==> src/rtl/seg_scan_ctrl.sv <==
// seg_scan_ctrl: 8-digit time-multiplexing scanner feeding a 7-segment decoder.
// Steps a 3-bit digit select once every TICK_DIV clocks and muxes out the
// selected nibble plus a digit enable. New digits and blank masks arrive
// through a one-deep valid/ready buffer. The buffer is committed only at a
// frame boundary, so one frame never mixes old and new digits.
module seg_scan_ctrl #(
  parameter int TICK_DIV = 100000,
  parameter int CNT_W    = 17
) (
  input  logic        clk,
  input  logic        rst_n,
  input  logic [31:0] data_in,
  input  logic [7:0]  blank_in,
  input  logic        load_valid,
  output logic        load_ready,
  output logic [3:0]  num,
  output logic [2:0]  sel,
  output logic        digit_en,
  output logic        frame_done
);

  localparam logic [CNT_W-1:0] TICK_LAST = CNT_W'(TICK_DIV - 1);

  logic [CNT_W-1:0] prescaler;
  logic             tick;
  logic             boundary;
  logic             accept;
  logic             commit;

  logic [31:0]      active_data;
  logic [7:0]       active_blank;
  logic [31:0]      pend_data;
  logic [7:0]       pend_blank;
  logic             pending;

  assign tick     = (prescaler == TICK_LAST);
  assign boundary = tick && (sel == 3'd7);
  // Accept is only possible while the buffer is empty. This also rules out an
  // accept on the same edge as a commit.
  assign accept   = load_valid && !pending;
  assign commit   = boundary && pending;

  // Free-running slot prescaler; the handshake never stalls it.
  always_ff @(posedge clk or negedge rst_n) begin
    if (!rst_n) begin
      prescaler <= '0;
    end else if (tick) begin
      prescaler <= '0;
    end else begin
      prescaler <= prescaler + 1'b1;
    end
  end

  // Digit select advances once per slot. frame_done marks the first slot of each frame.
  always_ff @(posedge clk or negedge rst_n) begin
    if (!rst_n) begin
      sel        <= 3'd0;
      frame_done <= 1'b0;
    end else begin
      frame_done <= boundary;
      if (tick) begin
        sel <= sel + 3'd1;
      end
    end
  end

  // One-deep pending buffer. It fills on accept and drains only at a frame boundary.
  always_ff @(posedge clk or negedge rst_n) begin
    if (!rst_n) begin
      pending    <= 1'b0;
      pend_data  <= 32'd0;
      pend_blank <= 8'd0;
    end else if (commit) begin
      pending <= 1'b0;
    end else if (accept) begin
      pending    <= 1'b1;
      pend_data  <= data_in;
      pend_blank <= blank_in;
    end
  end

  // Active frame registers. The display stays dark (all blanked) until the first commit.
  always_ff @(posedge clk or negedge rst_n) begin
    if (!rst_n) begin
      active_data  <= 32'd0;
      active_blank <= 8'hFF;
    end else if (commit) begin
      active_data  <= pend_data;
      active_blank <= pend_blank;
    end
  end

  // Output muxes take only registered state, so they change only on clock edges.
  always_comb begin
    num        = active_data[{sel, 2'b00} +: 4];
    digit_en   = ~active_blank[sel];
    load_ready = ~pending;
  end

endmodule
==> config.mk <==
export PLATFORM = sky130hd
export DESIGN_NAME = seg_scan_ctrl
export DESIGN_NICKNAME = d
export VERILOG_FILES = /design/src/rtl/seg_scan_ctrl.sv
export SDC_FILE = /design/constraint.sdc
export NUM_CORES = 1
export LEC_CHECK = 0
export BUFFER_PORTS_ARGS = -buffer_cell sky130_fd_sc_hd__buf_2
export CAP_MARGIN = 15
export CORE_MARGIN = 2
export CORE_UTILIZATION = 65
export CTS_BUF_LIST = sky130_fd_sc_hd__clkbuf_8
export CTS_CLUSTER_DIAMETER = 40
export CTS_CLUSTER_SIZE = 24
export DETAILED_ROUTE_END_ITERATION = 10
export GPL_TIMING_DRIVEN = 0
export PLACE_DENSITY_LB_ADDON = 0.25
export SYNTH_ARGS = -nofsm -noshare
export SYNTH_HDL_FRONTEND = slang
export SYNTH_SLANG_ARGS = --single-unit
==> constraint.sdc <==
create_clock -name clk -period 3.24 [get_ports clk]
set_input_delay 0.81 -clock clk [delete_from_list [all_inputs] [get_ports clk]]
set_output_delay 0.81 -clock clk [all_outputs]
set_load 0.05 [all_outputs]
==> flow_summary.yaml, run 1 <==
status:
  outcome: "complete, no violations"
placed_design:
  place.gp.congestion: 0.879
  dp_hpwl_um: 5330
  port_buffers: 52
route:
  drcViolationCount: 0
  ant_nets: 0
  vias: 2409
  post_drt_wl_per_cell_um: 18.3
  drt_iter0_markers: 160
  drt-pass1-iter-count: 4
  wl_um: 7780
  avgViaCountPerCell: 5.68
sta:
  finalHoldViolCount: 0
  drv_slew: 0
  worst_slew_pin_slew_ns: 0.685
  rsz0062_at_grt: "no"
  timing.fmax_ghz: 0.324
  slew_headroom_pct: 54.4
  skew_ns: 0.0107
  setup_viol: 0
  setup_tns_ns: 0
  fin_crit_ns: 3.08
  period_share_pct: 95.2
setup_path:
  cp_top_family: "buffers and inverters"
  cp_slowest_cell: "clkbuf_1"
  reg2reg_from: "prescaler[13]$_DFF_PN0_"
  critPathArrivalTime_ns: 2.27
  crit_type: "flop to output pin"
  crit_buf_inv: 2
  critPathMaxStageDelay_ns: 0.55
  startpoint: "sel[1]$_DFFE_PN0N_"
  start_kind: "flop"
  worst_ep_required_time_ns: 2.43
  cp_max_fo: 10
  crit_path_cell_trace: "clkbuf_1 -> mux4_2 -> mux2_2 -> buf_2"
  end_kind: "output pin"
synth:
  avgSynthCellArea_um2: 16.2
  netlist_area_mm2: 0.00447
  synth_cells: 276
  seq_area_frac_synth_pct: 57.4
  synthesis.nets: 322
  synth-seq-cells: 102
  ys_types: 30
  ys.warnings.count: 0
cells_and_area:
  layout_commonest_cell: "dfrtp_1"
  final_cell_mix: "dfrtp_1, buf_2, mux2_2, mux2_4, nor2_1"
  drive_gt1_share_pct: 51.7
  fin_nets: 386
  areaGrowthSynthToFinish_pct: 14.2
  diodes: 0
grt:
  track_usage_pct: 23.7
  grt_pass1_wl_um: 13200
  antenna_found_initial: 0
  overflow: 0
  grt_pass1_vias: 2610
  grt_max_degree: 54
floorplan:
  boundaryPins: 53
  die_w_um: 86.9
  die_h_um: 86.9
  start_util_pct: 66.5
  core-area_mm2: 0.00672
  dieArea_mm2: 0.00755
  num_rows: 30
cts:
  clock_latency_ns: 0.37
  cts_root_buffer: "clkbuf_8"
  cts_tree: "yes"
  htree_num_levels: 3
  cts_resized: 0
  postCtsSetupBuffers: 0
  max-clock-path-buffers: 2
  clk_pin_slew_ns: 0.09
  hold_buffers: 0
  cts_sinks: 102
  cts_made_buffers: 9
run:
  max_cap_violations: 0
min_path:
  hold_path_class: "primary input to async pin"
power_and_ir_drop:
  power.total_uw: 2430
  powerDensity_mw_per_mm2: 476
  irDropWorstVdd_mv: 0.281
  leakagePower_uw: 0.00242
## layer usage
layer	vias to the layer above	track usage, %	part of all wire [%]
met1	1223	33.2	45
met2	59	35.5	48
met4	0	9.23	2.1
li1	1113	-	-
met5	-	0	0
met3	14	6.82	5.1
## worst register-to-register path: cells and delay by family, from the launching register on
kind	cells	cell delay [ns]
AND/OR/NAND/NOR	3	1.12
flip-flops	1	0.41
buffers and inverters	2	0.32
multiplexers	1	0.31
## worst paths after layout
kind	to	slack (ns)	depth (start not counted)
max	num[3]	0.16	4
min	prescaler[7]$_DFF_PN0_	0.46	1
max reg2reg	active_data[12]$_DFFE_PN0P_	0.98	6
min reg2reg	prescaler[13]$_DFF_PN0_	0.50	1
max in group asynchronous	active_blank[5]$_DFFE_PN1P_	2.06	2
min in group clk	prescaler[13]$_DFF_PN0_	0.50	1
## synth_stat cells
| cell | number | area [um2] |
|---|---|---|
| xnor2_1 | 8 | 70.1 |
| nor4_4 | 1 | 21.3 |
| and4_1 | 1 | 8.76 |
| clkbuf_1 | 6 | 22.5 |
| xor2_1 | 8 | 70.1 |
| mux2_2 | 46 | 518 |
| and3_1 | 3 | 18.8 |
| buf_1 | 1 | 3.75 |
| nor2b_1 | 2 | 12.5 |
| buf_6 | 1 | 11.3 |
| mux4_2 | 10 | 225 |
| and2_1 | 1 | 6.26 |
| nand4_1 | 4 | 25.0 |
| buf_2 | 1 | 5.00 |
| buf_12 | 4 | 80.1 |
| nand2_1 | 4 | 15.0 |
| or3_1 | 1 | 6.26 |
| nor2_1 | 13 | 48.8 |
| or4b_1 | 1 | 10.0 |
| nor3_1 | 3 | 15.0 |
| mux2i_1 | 1 | 10.0 |
| inv_1 | 2 | 7.51 |
| dfrtp_1 | 94 | 2350 |
| dfstp_2 | 8 | 210 |
| nor4_1 | 2 | 12.5 |
| mux2_1 | 1 | 11.3 |
| mux2_4 | 39 | 586 |
| nand3_1 | 5 | 25.0 |
| ha_1 | 3 | 37.5 |
| nand4bb_1 | 2 | 22.5 |
## stage by stage
stage                     instance area, um2  hold slack (ns)  setup slack, ns  util, %  instances
after global placement                  4830            0.480            0.345     71.9        408
final                                   5100            0.456            0.156     75.9        424
after floorplan                         4470            0.456           0.0321        -        276
after CTS                               5100            0.470            0.129     75.9        424
after detailed placement                4860            0.483            0.548     72.3        409
after global routing                    5100            0.516           0.0410     75.9        424
## flip-flops by register name, indices dropped and copies added, names as in the netlist
name          cells
pend_data        32
pend_blank        8
prescaler        17
active_data      32
pending           1
active_blank      8
frame_done        1
sel               3
## layout make-up
type	instances	area [um2]
inverter	2	7.51
clock buffer	10	138
timing repair buffer	53	290
clock inverter	5	106
buffer	13	123
multi-input combinational	159	1780
sequential	102	2560
fill	405	1620
tap	80	100
## cells by family after synthesis
group / count (synthesis) / synth area share, %
flops: 102 / 57.4
buf+inv: 15 / 2.91
fa+ha+maj: 3 / 0.840
simple gates: 43 / 5.54
xor+xnor: 16 / 3.14
mux: 97 / 30.2
## report_power, final
group / internal [uW] / switching [uW] / total, uW
Clock: 532 / 425 / 957
Sequential: 1330 / 33.6 / 1360
Combinational: 64.7 / 45.7 / 110
Total: 1930 / 504 / 2430
(Power assumes the default switching activity.)
==> run 2: changes to the inputs <==
Settings changed: CORE_MARGIN 2 to not set.
==> flow_summary.yaml, run 2 (same netlist as run 1, synthesis figures left out) <==
setup_path:
  start_kind: "flop"
  r2r_cells: 6
  reg2reg_setup_slack_ns: 0.97
  end_kind: "output pin"
  crit_path_cell_trace: "clkbuf_1 -> mux4_2 -> mux2_2 -> buf_2"
  r2r-end: "active_data[9]$_DFFE_PN0P_"
  crit_cells: 4
  cp_max_fo: 10
  reg2reg_from: "prescaler[13]$_DFF_PN0_"
  critPathArrivalTime_ns: 2.26
  critPathMaxStageDelay_ns: 0.56
  cp_top_family: "buffers and inverters"
  cp_slowest_cell: "clkbuf_1"
  crit_type: "flop to output pin"
  worst_ep_required_time_ns: 2.43
  crit_buf_inv: 2
cells_and_area:
  reg_top3: "active_data x32, pend_data x32, prescaler x17"
  fin_nets: 386
  drive_gt1_share_pct: 51.6
  final_cell_mix: "dfrtp_1, buf_2, mux2_2, mux2_4, nor2_1"
  layout_commonest_cell: "dfrtp_1"
  final_util_pct: 77.6
  areaGrowthSynthToFinish_pct: 12.8
  fillers: 372
  layout.cells.non_filler: 422
  diodes: 0
route:
  ant_nets: 0
  vias: 2392
  wl_met2_um: 3450
  met1Wirelength_um: 3580
  wl_met3_um: 298
  routed.top_layer: "met4"
  drt-pass1-iter-count: 7
  post_drt_wl_per_cell_um: 17.6
  avgViaCountPerCell: 5.67
  drcViolationCount: 3
  wl_um: 7440
  drt_iter0_markers: 127
placed_design:
  port_buffers: 52
  dp_hpwl_um: 5240
  place.gp.congestion: 0.834
  dp_cells: 406
cts:
  max-clock-path-buffers: 2
  cts_sinks: 102
  cts_made_buffers: 9
  clock_latency_ns: 0.36
  postCtsSetupBuffers: 0
  htree_num_levels: 3
  cts_tree: "yes"
  cts_root_buffer: "clkbuf_8"
  clk_pin_slew_ns: 0.09
  cts_resized: 0
  hold_buffers: 0
sta:
  fin_crit_ns: 3.07
  drv_slew: 0
  skew_ns: 0.00759
  setup_viol: 0
  rsz0062_at_grt: "no"
  setup_tns_ns: 0
  timing.hold.ws_ns: 0.423
  worst_slew_pin_slew_ns: 0.711
  finalHoldViolCount: 0
  period_share_pct: 94.9
  timing.fmax_ghz: 0.325
  slew_headroom_pct: 52.6
status:
  outcome: "finished with violations"
  violations: "DRC"
floorplan:
  num_rows: 29
  start_util_pct: 68.8
  die_w_um: 84.9
  boundaryPins: 53
  die_h_um: 84.9
  dieArea_mm2: 0.00721
  core-area_mm2: 0.00649
grt:
  antenna_found_initial: 0
  overflow: 0
  track_usage_pct: 23.7
  grt_max_degree: 62
  grt_pass1_vias: 2454
  grt_pass1_wl_um: 12700
power_and_ir_drop:
  power.total_uw: 2210
  irDropWorstVdd_mv: 0.395
  leakagePower_uw: 0.00239
  powerDensity_mw_per_mm2: 437
run:
  max_cap_violations: 0
min_path:
  hold_path_class: "primary input to async pin"
run 2: worst max path at each step:
| stage | start | end | slack, ns |
|---|---|---|---|
| after global placement | rst_n | active_data[23]$_DFFE_PN0P_ | 0.38 |
| after CTS | sel[0]$_DFFE_PN0N_ | num[2] | 0.15 |
| final | sel[1]$_DFFE_PN0N_ | num[2] | 0.17 |
| after detailed placement | sel[0]$_DFFE_PN0N_ | num[2] | 0.56 |
| after floorplan | sel[0]$_DFFE_PN0N_ | digit_en | 0.03 |
| after global routing | sel[0]$_DFFE_PN0N_ | num[2] | 0.07 |
run 2: per-stage QoR:
stage | worst slack (ns) | instance area (um2)
6_report | 0.166 | 5040
5_1_grt | 0.0692 | 5040
3_3_place_gp | 0.376 | 4820
2_1_floorplan | 0.0321 | 4470
4_1_cts | 0.146 | 5040
3_5_place_dp | 0.555 | 4850
run 2: cell type report:
| cell class | instances | area (um2) | share of cell area (%) |
|---|---|---|---|
| inverters | 2 | 7.51 | 0.149 |
| clock buffers | 11 | 151 | 3.00 |
| repair buffers | 53 | 290 | 5.76 |
| multi-input cells | 159 | 1780 | 35.2 |
| flip-flops and latches | 102 | 2560 | 50.8 |
| plain buffers | 13 | 123 | 2.43 |
| well taps | 77 | 96.3 | 1.91 |
| clock inverters | 5 | 35.0 | 0.695 |
run 2: worst reg2reg max path, delay by kind of cell (launching register included):
| family | cells | cell delay (ns) |
|---|---|---|
| AND/OR/NAND/NOR | 3 | 1.12 |
| flip-flops | 1 | 0.42 |
| buffers and inverters | 2 | 0.31 |
| multiplexers | 1 | 0.31 |
run 2: where the power goes:
group / internal (uW) / switching, uW / total (uW)
clock: 320 / 414 / 734
combinational: 64.7 / 44.5 / 109
sequential: 1330 / 32.0 / 1360
total: 1710 / 491 / 2210
run 2: per-layer routing:
layer,global-route usage [%],vias up
met4,8.32,0
met2,34.7,53
met1,35.3,1222
met3,5.74,10
met5,0,-
li1,-,1107
